`src/rtl/mcu_command_decoder_pkg.sv`:
```
// rtl/mcu_command_decoder_pkg.sv - msgpu opcodes and decoder state encoding
package mcu_command_decoder_pkg;

  localparam logic [7:0] CMD_SET_ADDRESS  = 8'h01;
  localparam logic [7:0] CMD_WRITE_PIXELS = 8'h02;
  localparam logic [7:0] CMD_FILL         = 8'h03;

  typedef enum logic [3:0] {
    ST_IDLE,
    ST_ADDR0,
    ST_ADDR1,
    ST_ADDR2,
    ST_CNT_HI,
    ST_CNT_LO,
    ST_PIXELS,
    ST_FILL_COLOUR,
    ST_FILL
  } state_t;

endpackage

```
`src/rtl/mcu_command_decoder_if.sv`:
```
// rtl/mcu_command_decoder_if.sv - byte stream in, framebuffer write requests out
interface mcu_command_decoder_if #(
  parameter int ADDR_WIDTH = 22,
  parameter int DATA_WIDTH = 8
) ();

  logic                  byte_valid;
  logic [DATA_WIDTH-1:0] byte_data;
  logic                  byte_is_command;

  logic                  wr_valid;
  logic [ADDR_WIDTH-1:0] wr_address;
  logic [DATA_WIDTH-1:0] wr_data;
  logic                  wr_ready;

  modport master (
    output byte_valid, byte_data, byte_is_command, wr_ready,
    input  wr_valid, wr_address, wr_data
  );

  modport slave (
    input  byte_valid, byte_data, byte_is_command, wr_ready,
    output wr_valid, wr_address, wr_data
  );

endinterface

```
`src/rtl/mcu_byte_fifo.sv`:
```
// rtl/mcu_byte_fifo.sv - synchronous input byte FIFO, DEPTH a power of two
module mcu_byte_fifo #(
  parameter int WIDTH = 9,
  parameter int DEPTH = 4
) (
  input  logic             system_clock,
  input  logic             reset,
  input  logic             push,
  input  logic             pop,
  input  logic [WIDTH-1:0] din,
  output logic             full,
  output logic             empty,
  output logic [WIDTH-1:0] dout
);

  localparam int AW = (DEPTH > 1) ? $clog2(DEPTH) : 1;

  logic [WIDTH-1:0] mem [DEPTH];
  logic [AW:0]      wr_ptr;
  logic [AW:0]      rd_ptr;

  // Extra pointer bit distinguishes full from empty when the indices match.
  assign empty = (wr_ptr == rd_ptr);
  assign full  = (wr_ptr[AW] != rd_ptr[AW]) && (wr_ptr[AW-1:0] == rd_ptr[AW-1:0]);
  assign dout  = mem[rd_ptr[AW-1:0]];

  always_ff @(posedge system_clock or negedge reset) begin
    if (!reset) begin
      wr_ptr <= '0;
      rd_ptr <= '0;
    end else begin
      if (push) wr_ptr <= wr_ptr + (AW+1)'(1);
      if (pop)  rd_ptr <= rd_ptr + (AW+1)'(1);
    end
  end

  always_ff @(posedge system_clock) begin
    if (push) mem[wr_ptr[AW-1:0]] <= din;
  end

endmodule

```
`src/rtl/mcu_command_decoder.sv`:
```
// rtl/mcu_command_decoder.sv - parses the msgpu command byte stream into framebuffer writes
module mcu_command_decoder
  import mcu_command_decoder_pkg::*;
#(
  parameter int ADDR_WIDTH = 22,
  parameter int DATA_WIDTH = 8,
  parameter int FIFO_DEPTH = 4
) (
  input  logic                 system_clock,
  input  logic                 reset,
  mcu_command_decoder_if.slave bus,
  output logic                 busy,
  output logic                 error,
  output logic                 overflow
);

  localparam int CNT_WIDTH   = 2 * DATA_WIDTH;
  localparam int ENTRY_WIDTH = DATA_WIDTH + 1;

  state_t                state, state_n;
  logic [ADDR_WIDTH-1:0] ptr, ptr_n;
  logic [CNT_WIDTH-1:0]  count, count_n;
  logic [DATA_WIDTH-1:0] addr_hi, addr_hi_n;
  logic [DATA_WIDTH-1:0] addr_mid, addr_mid_n;
  logic [DATA_WIDTH-1:0] cnt_hi, cnt_hi_n;
  logic [DATA_WIDTH-1:0] colour, colour_n;
  logic                  fill_mode, fill_mode_n;
  logic                  error_n;

  logic                  push, pop, issue;
  logic [DATA_WIDTH-1:0] issue_data;
  logic                  fifo_full, fifo_empty;
  logic [ENTRY_WIDTH-1:0] fifo_dout;
  logic                  head_cmd;
  logic [DATA_WIDTH-1:0] head_byte;
  logic                  slot_free;

  logic                  wr_valid_q;
  logic [ADDR_WIDTH-1:0] wr_address_q;
  logic [DATA_WIDTH-1:0] wr_data_q;

  // A pop in the same cycle frees the slot, so a full FIFO can still accept.
  assign push = bus.byte_valid && (!fifo_full || pop);

  mcu_byte_fifo #(
    .WIDTH (ENTRY_WIDTH),
    .DEPTH (FIFO_DEPTH)
  ) u_fifo (
    .system_clock (system_clock),
    .reset        (reset),
    .push         (push),
    .pop          (pop),
    .din          ({bus.byte_is_command, bus.byte_data}),
    .full         (fifo_full),
    .empty        (fifo_empty),
    .dout         (fifo_dout)
  );

  assign head_cmd  = fifo_dout[DATA_WIDTH];
  assign head_byte = fifo_dout[DATA_WIDTH-1:0];
  assign slot_free = !wr_valid_q || bus.wr_ready;

  always_ff @(posedge system_clock or negedge reset) begin
    if (!reset) state <= ST_IDLE;
    else        state <= state_n;
  end

  always_comb begin
    state_n     = state;
    ptr_n       = ptr;
    count_n     = count;
    addr_hi_n   = addr_hi;
    addr_mid_n  = addr_mid;
    cnt_hi_n    = cnt_hi;
    colour_n    = colour;
    fill_mode_n = fill_mode;
    error_n     = error;
    pop         = 1'b0;
    issue       = 1'b0;
    issue_data  = '0;

    if (state == ST_FILL) begin
      // FILL ignores the FIFO entirely; bytes arriving now wait until it ends.
      if (slot_free) begin
        issue      = 1'b1;
        issue_data = colour;
        ptr_n      = ptr + ADDR_WIDTH'(1);
        count_n    = count - CNT_WIDTH'(1);
        if (count == CNT_WIDTH'(1)) state_n = ST_IDLE;
      end
    end else if (!fifo_empty) begin
      if (head_cmd) begin
        pop = 1'b1;
        if (head_byte == DATA_WIDTH'(CMD_SET_ADDRESS)) begin
          state_n = ST_ADDR0;
        end else if (head_byte == DATA_WIDTH'(CMD_WRITE_PIXELS)) begin
          state_n     = ST_CNT_HI;
          fill_mode_n = 1'b0;
        end else if (head_byte == DATA_WIDTH'(CMD_FILL)) begin
          state_n     = ST_CNT_HI;
          fill_mode_n = 1'b1;
        end else begin
          state_n = ST_IDLE;
          error_n = 1'b1;
        end
      end else begin
        case (state)
          ST_IDLE: begin
            pop     = 1'b1;
            error_n = 1'b1;
          end
          ST_ADDR0: begin
            pop       = 1'b1;
            addr_hi_n = head_byte;
            state_n   = ST_ADDR1;
          end
          ST_ADDR1: begin
            pop        = 1'b1;
            addr_mid_n = head_byte;
            state_n    = ST_ADDR2;
          end
          ST_ADDR2: begin
            pop     = 1'b1;
            ptr_n   = ADDR_WIDTH'({addr_hi, addr_mid, head_byte});
            state_n = ST_IDLE;
          end
          ST_CNT_HI: begin
            pop      = 1'b1;
            cnt_hi_n = head_byte;
            state_n  = ST_CNT_LO;
          end
          ST_CNT_LO: begin
            pop     = 1'b1;
            count_n = {cnt_hi, head_byte};
            if (fill_mode)              state_n = ST_FILL_COLOUR;
            else if (count_n == '0)     state_n = ST_IDLE;
            else                        state_n = ST_PIXELS;
          end
          ST_FILL_COLOUR: begin
            pop      = 1'b1;
            colour_n = head_byte;
            state_n  = (count == '0) ? ST_IDLE : ST_FILL;
          end
          ST_PIXELS: begin
            if (slot_free) begin
              pop        = 1'b1;
              issue      = 1'b1;
              issue_data = head_byte;
              ptr_n      = ptr + ADDR_WIDTH'(1);
              count_n    = count - CNT_WIDTH'(1);
              if (count == CNT_WIDTH'(1)) state_n = ST_IDLE;
            end
          end
          default: state_n = ST_IDLE;
        endcase
      end
    end
  end

  always_ff @(posedge system_clock or negedge reset) begin
    if (!reset) begin
      ptr       <= '0;
      count     <= '0;
      addr_hi   <= '0;
      addr_mid  <= '0;
      cnt_hi    <= '0;
      colour    <= '0;
      fill_mode <= 1'b0;
      error     <= 1'b0;
    end else begin
      ptr       <= ptr_n;
      count     <= count_n;
      addr_hi   <= addr_hi_n;
      addr_mid  <= addr_mid_n;
      cnt_hi    <= cnt_hi_n;
      colour    <= colour_n;
      fill_mode <= fill_mode_n;
      error     <= error_n;
    end
  end

  always_ff @(posedge system_clock or negedge reset) begin
    if (!reset) begin
      wr_valid_q   <= 1'b0;
      wr_address_q <= '0;
      wr_data_q    <= '0;
    end else if (issue) begin
      wr_valid_q   <= 1'b1;
      wr_address_q <= ptr;
      wr_data_q    <= issue_data;
    end else if (bus.wr_ready) begin
      wr_valid_q   <= 1'b0;
    end
  end

  always_ff @(posedge system_clock or negedge reset) begin
    if (!reset)                                     overflow <= 1'b0;
    else if (bus.byte_valid && fifo_full && !pop)   overflow <= 1'b1;
  end

  assign bus.wr_valid   = wr_valid_q;
  assign bus.wr_address = wr_address_q;
  assign bus.wr_data    = wr_data_q;

  assign busy = !fifo_empty || (state != ST_IDLE) || wr_valid_q;

endmodule

```
`src/flat_wrapper.sv`:
```
// flat-port wrapper written by rule: the top's interface ports become plain ports
module mcu_command_decoder_flat import mcu_command_decoder_pkg::*;
#(
  parameter int ADDR_WIDTH = 22,
  parameter int DATA_WIDTH = 8,
  parameter int FIFO_DEPTH = 4
)
  (system_clock, reset, busy, error, overflow, bus_byte_valid, bus_byte_data, bus_byte_is_command, bus_wr_ready, bus_wr_valid, bus_wr_address, bus_wr_data);
  mcu_command_decoder_if #(.ADDR_WIDTH(ADDR_WIDTH), .DATA_WIDTH(DATA_WIDTH)) bus_i ();
  input  logic system_clock;
  input  logic reset;
  output logic busy;
  output logic error;
  output logic overflow;
  input wire logic [$bits(bus_i.byte_valid)-1:0] bus_byte_valid;
  input wire logic [$bits(bus_i.byte_data)-1:0] bus_byte_data;
  input wire logic [$bits(bus_i.byte_is_command)-1:0] bus_byte_is_command;
  input wire logic [$bits(bus_i.wr_ready)-1:0] bus_wr_ready;
  output wire logic [$bits(bus_i.wr_valid)-1:0] bus_wr_valid;
  output wire logic [$bits(bus_i.wr_address)-1:0] bus_wr_address;
  output wire logic [$bits(bus_i.wr_data)-1:0] bus_wr_data;
  assign bus_i.byte_valid = bus_byte_valid;
  assign bus_i.byte_data = bus_byte_data;
  assign bus_i.byte_is_command = bus_byte_is_command;
  assign bus_i.wr_ready = bus_wr_ready;
  assign bus_wr_valid = bus_i.wr_valid;
  assign bus_wr_address = bus_i.wr_address;
  assign bus_wr_data = bus_i.wr_data;
  mcu_command_decoder #(.ADDR_WIDTH(ADDR_WIDTH), .DATA_WIDTH(DATA_WIDTH), .FIFO_DEPTH(FIFO_DEPTH)) u_core (.system_clock(system_clock), .reset(reset), .bus(bus_i), .busy(busy), .error(error), .overflow(overflow));
endmodule
```
`config.mk`:
```
export PLATFORM = sky130hd
export DESIGN_NAME = mcu_command_decoder_flat
export DESIGN_NICKNAME = d
export VERILOG_FILES = /design/src/rtl/mcu_command_decoder_pkg.sv /design/src/rtl/mcu_command_decoder_if.sv /design/src/rtl/mcu_byte_fifo.sv /design/src/rtl/mcu_command_decoder.sv /design/src/flat_wrapper.sv
export SDC_FILE = /design/constraint.sdc
export NUM_CORES = 1
export LEC_CHECK = 0
export BUFFER_PORTS_ARGS = -buffer_cell sky130_fd_sc_hd__buf_4
export CAP_MARGIN = 20
export CORE_ASPECT_RATIO = 0.9
export CORE_MARGIN = 5
export CORE_UTILIZATION = 45
export DETAILED_ROUTE_END_ITERATION = 8
export HOLD_SLACK_MARGIN = 0.05
export SLEW_MARGIN = 25
export SYNTH_ARGS = -nofsm -noshare
export SYNTH_HDL_FRONTEND = slang
export SYNTH_SLANG_ARGS = --single-unit
```
`constraint.sdc`:
```
create_clock -name system_clock -period 2.2 [get_ports system_clock]
set_input_delay 0.66 -clock system_clock [delete_from_list [all_inputs] [get_ports system_clock]]
set_output_delay 0.66 -clock system_clock [all_outputs]
set_load 0.005 [all_outputs]
```
# --- Word level (Yosys, flattened, before mapping) ---
# Memory sizes are Yosys's and may differ from the RTL's.
# Index checks and enable logic that the tools add are counted.
op_classes:
  reduce_logical: 31
  eq_ne: 21
  add_sub_neg: 4
  muxes: 48
  bitwise_logic: 4
op_table:
  columns: ["op", "n"]
  rows:
  - ["$mux W22", 4]
  - ["$mux W16", 4]
  - ["$mux W8", 6]
  - ["$pmux W22 S2", 1]
  - ["$mux W4", 9]
  - ["$logic_not A16 Y1", 2]
  - ["$pmux W16 S2", 1]
  - ["$pmux W4 S7", 1]
  - ["$add A22 B1 Y22 const B", 1]
  - ["$mux W1", 19]
  - ["$eq A16 B1 Y1 const B", 1]
  - ["$eq A4 B3 Y1 const B", 4]
  - ["$eq A8 B2 Y1 const B", 2]
  - ["$reduce_and A4 Y1", 4]
  - ["$sub A16 B1 Y16 const B", 1]
  - ["$ne A2 B2 Y1 const B", 5]
  - ["$eq A4 B2 Y1 const B", 2]
  - ["$eq A8 B1 Y1 const B", 1]
  - ["$reduce_or A7 Y1", 1]
  - ["$add A3 B1 Y3 const B", 2]
  - ["$mux W3", 2]
  - ["$reduce_and A3 Y1", 2]
  - ["$reduce_and A6 Y1", 1]
  - ["$reduce_bool A2 Y1", 3]
  - ["16 further kinds", 29]
word_totals:
  out_inout_bits: 34
  in_bits: 13
  register_bits: 112
  ramBits: 36
  n_memories: 1
  wordCells: 124
memory_table:
  columns: ["memory", "depth", "width", "read_ports", "rd_clocked_by_memory_dff", "write_ports", "line", "rtl"]
  rows:
  - ["u_core.u_fifo.mem", 4, 9, 1, 0, 1, "mcu_byte_fifo.sv:18", "logic [WIDTH-1:0] mem [DEPTH];"]

# --- Longest topological paths before layout ---
# Gate-level depths: netlist of run 1.
depth:
  word_depth: 11
  mapped_depth: 9
  depth_no_buf: 6

# --- Hierarchy ---
# Synthesis of run 1 repeated with hierarchy kept, for this count alone.
hier_totals:
  hier_cells: 597
  area_unflattened_um2: 7065.5
by_module_without_submodules:
  columns: ["mod", "instances", "area_per_inst_um2", "cells_each", "seq_area_each_um2"]
  rows:
  - ["mcu_command_decoder", 1, 5418.9, 520, 2652.5]
  - ["mcu_byte_fifo", 1, 1646.6, 77, 1231.2]

# --- Worst setup path after synthesis of run 1 ---
# No wires, ideal clock.
synth_path:
  path_kind: "register to register"
  start: "register u_core.u_fifo.rd_ptr[0]"
  end: "register u_core.addr_mid[0]"
  setup_time_ns: 0.125
  t_arrival_ns: 2.142
  setup_slack_ns: -0.067
  path_buffers: 1
  path_stages_with_launch: 6
  t_required_ns: 2.075
  synth_period_minus_slack_ns: 2.267
  cell_sequence: "dfrtp_1 > mux4_2 > or2_2 > clkbuf_2 > nor4_4 > mux2_2"
synth_between:
  elab_chain_len: 3
  elab_cells_between_ends: 5
  classes_between: "1 x eq/ne; 2 x bitwise; 1 x reduce/logical; 1 x memory"
synth_lines:
  columns: ["element", "line", "rtl"]
  rows:
  - ["start: declaration", "mcu_byte_fifo.sv:20", "logic [AW:0] rd_ptr;"]
  - ["start signal: assignment", "mcu_byte_fifo.sv:33", "if (pop) rd_ptr <= rd_ptr + (AW+1)'(1);"]
  - ["$mem_v2 Z4 W9 / $eq A3 B3 Y1 (equally long branches)", null, null]
  - ["$not A1 Y1 (no line)", null, null]
  - ["$reduce_and A4 Y1 (no line)", null, null]
  - ["end signal: assignment", "mcu_command_decoder.sv:174", "addr_mid <= addr_mid_n;"]
  - ["end: declaration", "mcu_command_decoder.sv:24", "logic [DATA_WIDTH-1:0] addr_mid, addr_mid_n;"]
# Parallel ways exist; a longest one is shown, timed or not.
# A chain may end at the register's enable or synchronous reset.

# --- Worst setup path in the final report of run 1 ---
layout_path:
  start: "register u_core.u_fifo.rd_ptr[0]"
  end: "register u_core.cnt_hi[6]"
layout_between:
  elab_chain_len: 3
  elab_cells_between_ends: 5
  classes_between: "1 x eq/ne; 2 x bitwise; 1 x reduce/logical; 1 x memory"
layout_lines:
  columns: ["element", "line", "rtl"]
  rows:
  - ["$mem_v2 Z4 W9 / $eq A3 B3 Y1 (equally long branches)", null, null]
  - ["$not A1 Y1 (no line)", null, null]
  - ["$reduce_and A4 Y1 (no line)", null, null]
  - ["end signal: assignment", "mcu_command_decoder.sv:175", "cnt_hi <= cnt_hi_n;"]
  - ["end: declaration", "mcu_command_decoder.sv:25", "logic [DATA_WIDTH-1:0] cnt_hi, cnt_hi_n;"]
# Parallel ways exist; a longest one is shown, timed or not.

==> results of run 1 <==
final timing paths:
path	to	slack [ns]	cells past startpoint
max	u_core.cnt_hi[6]$_DFFE_PN0P_	-0.03	4
min	u_core.count[14]$_DFFE_PN0P_	0.18	1
max reg2reg	u_core.cnt_hi[6]$_DFFE_PN0P_	-0.03	4
min reg2reg	u_core.overflow$_DFFE_PN0P_	0.48	1
max in group asynchronous	u_core.addr_hi[2]$_DFFE_PN0P_	1.42	2
min in group system_clock	u_core.u_fifo.mem[1][2]$_DFFE_PP_	0.43	1
routing by layer:
layer / vias to the layer above / wire length, um / share of wire [%] / track usage (%)
li1: 2450 / - / - / -
met1: 2705 / 8140 / 46 / 29.8
met2: 188 / 8300 / 47 / 29.4
met3: 19 / 1030 / 5.8 / 4.14
met4: 0 / 225 / 1.3 / 5.75
met5: - / 0 / 0 / 0
through the flow:
stage | worst slack, ns | area [sq um] | util [%] | setup TNS, ns | cells
2_1_floorplan | -0.0398 | 7010 | - | -0.299 | 581
3_3_place_gp | -0.136 | 8140 | 53.1 | -2.50 | 870
3_5_place_dp | -0.191 | 8140 | 53.1 | -4.62 | 870
4_1_cts | -0.106 | 8830 | 57.6 | -0.689 | 909
5_1_grt | -0.100 | 9100 | 59.3 | -3.20 | 920
6_report | -0.0273 | 9100 | 59.3 | -0.307 | 920
critical path: stages (launching register included):
cell	delay (ns)
dfrtp_1	0.40
mux4_2	0.57
a311o_1	0.36
or3_4	0.45
mux2_4	0.32
cells by family after synthesis:
kind of cell,count (synthesis)
and+or+nand+nor,150
buffers and inverters,46
adders and majority gates,9
muxes,63
AOI/OAI and AO/OA,157
DFF,148
xor gates and xnor gates,8
synth_stat cells, types with 9 or more instances:
| library cell | number | area (sq um) |
|---|---|---|
| nand2_1 | 36 | 135 |
| mux2_2 | 43 | 484 |
| inv_1 | 9 | 33.8 |
| a22oi_1 | 15 | 113 |
| o22a_1 | 16 | 140 |
| ha_1 | 9 | 113 |
| nand3_1 | 19 | 95.1 |
| edfxtp_1 | 36 | 1080 |
| dfrtp_1 | 112 | 2800 |
| nand4_1 | 11 | 68.8 |
| and3_1 | 10 | 62.6 |
| nor3_1 | 14 | 70.1 |
| buf_2 | 12 | 60.1 |
| nor2_1 | 26 | 97.6 |
| o21ai_0 | 31 | 155 |
| mux4_2 | 9 | 203 |
| a21oi_1 | 40 | 200 |
| clkbuf_1 | 21 | 78.8 |
power by group:
group	switching [mW]	internal (mW)
Combinational	2.24	2.43
Clock	1.26	1.49
Sequential	0.699	3.70
final cells by class:
type	count	area, sq um	share of cell area, %
Clock inverter	15	143	1.57
Clock buffer	17	425	4.67
Tap cell	202	253	2.78
Sequential cell	148	3890	42.7
Multi-Input combinational cell	387	3150	34.6
Timing Repair Buffer	142	1210	13.3
Inverter	9	33.8	0.371
sequential cells by signal (all words and copies together), names as in the netlist:
name,cells
u_core.addr_hi,6
u_core.addr_mid,8
u_core.bus.wr_address,22
u_core.bus.wr_data,8
u_core.bus.wr_valid,1
u_core.cnt_hi,8
u_core.colour,8
u_core.count,16
u_core.error,1
u_core.fill_mode,1
u_core.overflow,1
u_core.ptr,22
u_core.state,4
u_core.u_fifo.mem,36
u_core.u_fifo.rd_ptr,3
u_core.u_fifo.wr_ptr,3
what timing repair did:
item,CTS,global route
setup buffers,8,12
gates cloned,0,1
endpoints found under the setup margin,87,126
gates resized for setup,17,54
pin swaps,7,14
==> impl_metrics.ini, run 1 <==
[run_status]
status = finished, violations left
violations = setup timing

[synth]
synth.avg_cell_area_sq_um = 12.0
synth_nets = 603
synth_cell_type_count = 64
synth_top_family_by_area = compound AO/OA/AOI/OAI gates
synthSimpleGateAreaFrac_pct = 11.4
netlist_area_sq_um = 6980
synthMuxAreaShare_pct = 12.0
synthXorXnorAreaFrac_pct = 1.00
synth_edf_count = 36
synth_compound_area_share_pct = 15.4
netlist_instances = 581
yosysWarnings = 0
synth_async_sr_flop_share_pct = 75.7
yosysSeqAreaShare_pct = 55.6
ys_seq_elements = 148
synth_ff_type = dfrtp_1
synth_fa_ha_area_share_pct = 1.61

[worst_setup_path]
crit_type = reg -> reg
required_ns = 2.51
crit_arrival_ns = 2.53
rr_startpoint = u_core.u_fifo.rd_ptr[0]$_DFFE_PN0P_
worstSetupEndpointType = register
crit_path_start = u_core.u_fifo.rd_ptr[0]$_DFFE_PN0P_
crit_path_max_fanout = 8
critPathLaunchType = register

[cts]
cts_max_level = 4
clock-sinks = 148
root_buffer = clkbuf_16
insertion_delay_ns = 0.43
cts_tree = yes
holdBufCountCts = 0
clk_pin_slew_worst_paths_ns = 0.07
cts_max_path_buffers = 2
cts_buffers = 17

[power_and_ir_drop]
peakVddDrop_mv = 0.847
power.leakage_nw = 3.94
power_mw = 11.8
p_per_area_nw_per_um2 = 1300

[floorplan]
core_sq_um = 15300
placementRows = 43
initial_utilization_pct = 45.5
fp.dieW_um = 141
dieArea_sq_um = 18100
io_pins = 47
die_h_um = 128

[sta]
worst_slack_ns = -0.0273
slew_violations = 0
hold_violations = 0
finalCriticalPeriod_ns = 2.23
period_share_pct = 101
max_freq_ghz = 0.449
slew_headroom_pct = 70.4
rsz0062_at_grt = true
setup_viol = 14
worst_pin_slew_ns = 0.445
whs_ns = 0.177
skew_ns = 0.00955

[worst_hold_path]
hold_class = in -> async

[cells_and_area]
nets = 727
layout_common_cells = 122 x buf_4, 110 x dfrtp_1, 36 x nand2_1, 36 x edfxtp_1, 35 x a21oi_1
layout-drive-gt1-share_pct = 38.7
area_growth_pct = 30.3
final_common_cell = buf_4
fillers = 1222
diodes = 0

[place]
finalWeightedCongestion = 0.861
dpl.hpwl_mm = 12.2
portBuffers = 46

[route]
post_drt_wl_per_cell_um = 19.2
drt_iter0_drc = 492
drcViolationCount = 0
drtAntennaViolNets = 0
dr.pass1.iters = 5
route.vias.total = 5362
vias_per_cell = 5.83
routed_wl_mm = 17.7

[global_routing]
antenna_found_initial = 0
grt_pass1_wl_mm = 28.2
grt_use_total_pct = 19.9
grt_max_degree = 32
grt-ovfl-total = 0
grt_pass1_vias = 5266

[run]
maxCapViolCount = 0
No activity file was read; power rests on OpenSTA's default activity.
==> run 2: changes to the inputs <==
==> constraint.sdc (replaced) <==
create_clock -name system_clock -period 2.2 [get_ports system_clock]
set_input_delay 0.11 -clock system_clock [delete_from_list [all_inputs] [get_ports system_clock]]
set_output_delay 0.11 -clock system_clock [all_outputs]
set_load 0.005 [all_outputs]
==> run 2 against run 1 <==
Effect of this change:
- the flow still finishes with violations (setup timing)
- first-iteration DRC count down 21%
- worst hold slack better by 0.012 ns
- cell count shrank 1.2%
- maximum frequency shrank 1.7%
- sequential power is essentially flat
- via count is 1.6% lower
- wire length grew 1.7%
- power rose by 0.82%
- final area up 0.73%
- core utilization rose by 0.43 points
- count of clock-buffer cells in the layout rose by 1
- largest power group unchanged
==> impl_metrics.ini, run 2 (synthesized netlist as in run 1, its figures left out) <==
[floorplan]
placementRows = 43
io_pins = 47
initial_utilization_pct = 45.5
dieArea_sq_um = 18100
core_sq_um = 15300
die_h_um = 128
fp.dieW_um = 141

[run_status]
status = finished, violations left
violations = setup timing

[global_routing]
grt_max_degree = 54
grt_pass1_wl_mm = 28.5
antenna_found_initial = 0
grt_use_total_pct = 20.2
grt-ovfl-total = 0
grt_pass1_vias = 5316

[cts]
clock-sinks = 148
cts_max_level = 4
clk_pin_slew_worst_paths_ns = 0.06
insertion_delay_ns = 0.43
root_buffer = clkbuf_16
cts_max_path_buffers = 2
cts_buffers = 17
cts_tree = yes

[sta]
worst_slack_ns = -0.0653
slew_headroom_pct = 62.9
skew_ns = 0.00894
finalCriticalPeriod_ns = 2.27
tns_ns = -0.612
hold_violations = 0
setup_viol = 16
period_share_pct = 103
slew_violations = 0
max_freq_ghz = 0.441
rsz0062_at_grt = true
worst_pin_slew_ns = 0.556

[cells_and_area]
diodes = 0
layout-drive-gt1-share_pct = 36.9
nets = 716
layout_common_cells = 112 x dfrtp_1, 99 x buf_4, 36 x nand2_1, 36 x edfxtp_1, 32 x mux2_4
final_common_cell = dfrtp_1
area_growth_pct = 31.3
fin_area_sq_um = 9170
largest_reg_flops = 36
final_util_pct = 59.8

[route]
drcViolationCount = 0
drtAntennaViolNets = 0
post_drt_wl_per_cell_um = 19.8
dr.pass1.iters = 5
drt_iter0_drc = 391
routed_wl_mm = 18.0
vias_per_cell = 5.80
route.vias.total = 5275

[power_and_ir_drop]
power_mw = 11.9
power.leakage_nw = 3.92
p_per_area_nw_per_um2 = 1300
peakVddDrop_mv = 0.835

[worst_setup_path]
crit_slowest_cell = mux4_2
crit_chain = mux4_2 -> a311o_1 -> or3_1 -> buf_6 -> mux2_4
critPathLaunchType = register
critical-path-top-delay-family = multiplexers
crit_arrival_ns = 2.57
slowest_delay_ns = 0.60
worstSetupEndpointType = register
required_ns = 2.51
crit_path_max_fanout = 8
crit_type = reg -> reg
cp.depth = 5
r2r_cells = 5
worst-path-buf-inv = 1

[worst_hold_path]
hold_class = in -> async

[place]
post-place-ws_ns = -0.0714
dpl.hpwl_mm = 12.0
portBuffers = 46
dpl-instance-area_sq_um = 8050
finalWeightedCongestion = 0.892

[run]
maxCapViolCount = 0
## run 2: cell types whose count changed in the layout (fill, tap and decap cells not counted), moves of 4 or more
| cell | previous run | this run |
|---|---|---|
| mux2_2 | 32 | 21 |
| dlygate4sd3_1 | 0 | 11 |
| a22oi_2 | 0 | 5 |
| a21oi_1 | 35 | 30 |
| a22oi_1 | 15 | 10 |
| mux2_4 | 20 | 32 |
| o21ai_0 | 24 | 18 |
| buf_4 | 122 | 99 |
| a21oi_2 | 4 | 8 |
## run 2: layer usage
| metal | wire, um | track usage [%] |
|---|---|---|
| met1 | 8460 | 28.9 |
| met2 | 8380 | 31.1 |
| met3 | 902 | 4.21 |
| met4 | 257 | 6.50 |
| met5 | 0 | 0 |
## run 2: metrics by stage
step                std cells  hold slack, ns
detailed placement        858           0.117
global placement          858           0.113
finish                    909           0.189
floorplan                 581          -0.186
global route              909           0.239
CTS                       905           0.202
## run 2: path summary, 6_finish.rpt
path,end,from,slack [ns]
worst max-delay path,u_core.cnt_hi[6]$_DFFE_PN0P_,u_core.u_fifo.rd_ptr[0]$_DFFE_PN0P_,-0.07
worst min-delay path,u_core.count[12]$_DFFE_PN0P_,reset,0.19
worst max register to register,u_core.cnt_hi[6]$_DFFE_PN0P_,u_core.u_fifo.rd_ptr[0]$_DFFE_PN0P_,-0.07
worst min register to register,u_core.bus.wr_data[3]$_DFFE_PN0P_,u_core.bus.wr_data[3]$_DFFE_PN0P_,0.48
max in group asynchronous,u_core.bus.wr_address[21]$_DFFE_PN0P_,reset,1.29
min in group system_clock,u_core.ptr[0]$_DFFE_PN0P_,bus_wr_ready,0.29
## run 2: final cells by class
type / count / area, sq um
timing repair buffer: 131 / 1180
fill: 1243 / 6170
tap: 202 / 253
multi-input combinational: 387 / 3220
inverter: 9 / 33.8
sequential: 148 / 3880
clock buffer: 18 / 429
clock inverter: 14 / 166
## run 2: where the power goes
| part | total (mW) | internal [mW] | switching (mW) |
|---|---|---|---|
| combinational | 4.56 | 2.32 | 2.24 |
| clock | 2.96 | 1.71 | 1.25 |
| sequential | 4.39 | 3.70 | 0.695 |
## run 2: what timing repair did
item / 4_1_cts / 5_1_grt
pin swaps: 1 / 14
setup endpoints to repair: 53 / 109
resized for setup: 23 / 67
hold buffers: 11 / 0
buffers inserted: 3 / 4
cloned: 1 / 1
hold endpoints to repair: 71 / 0
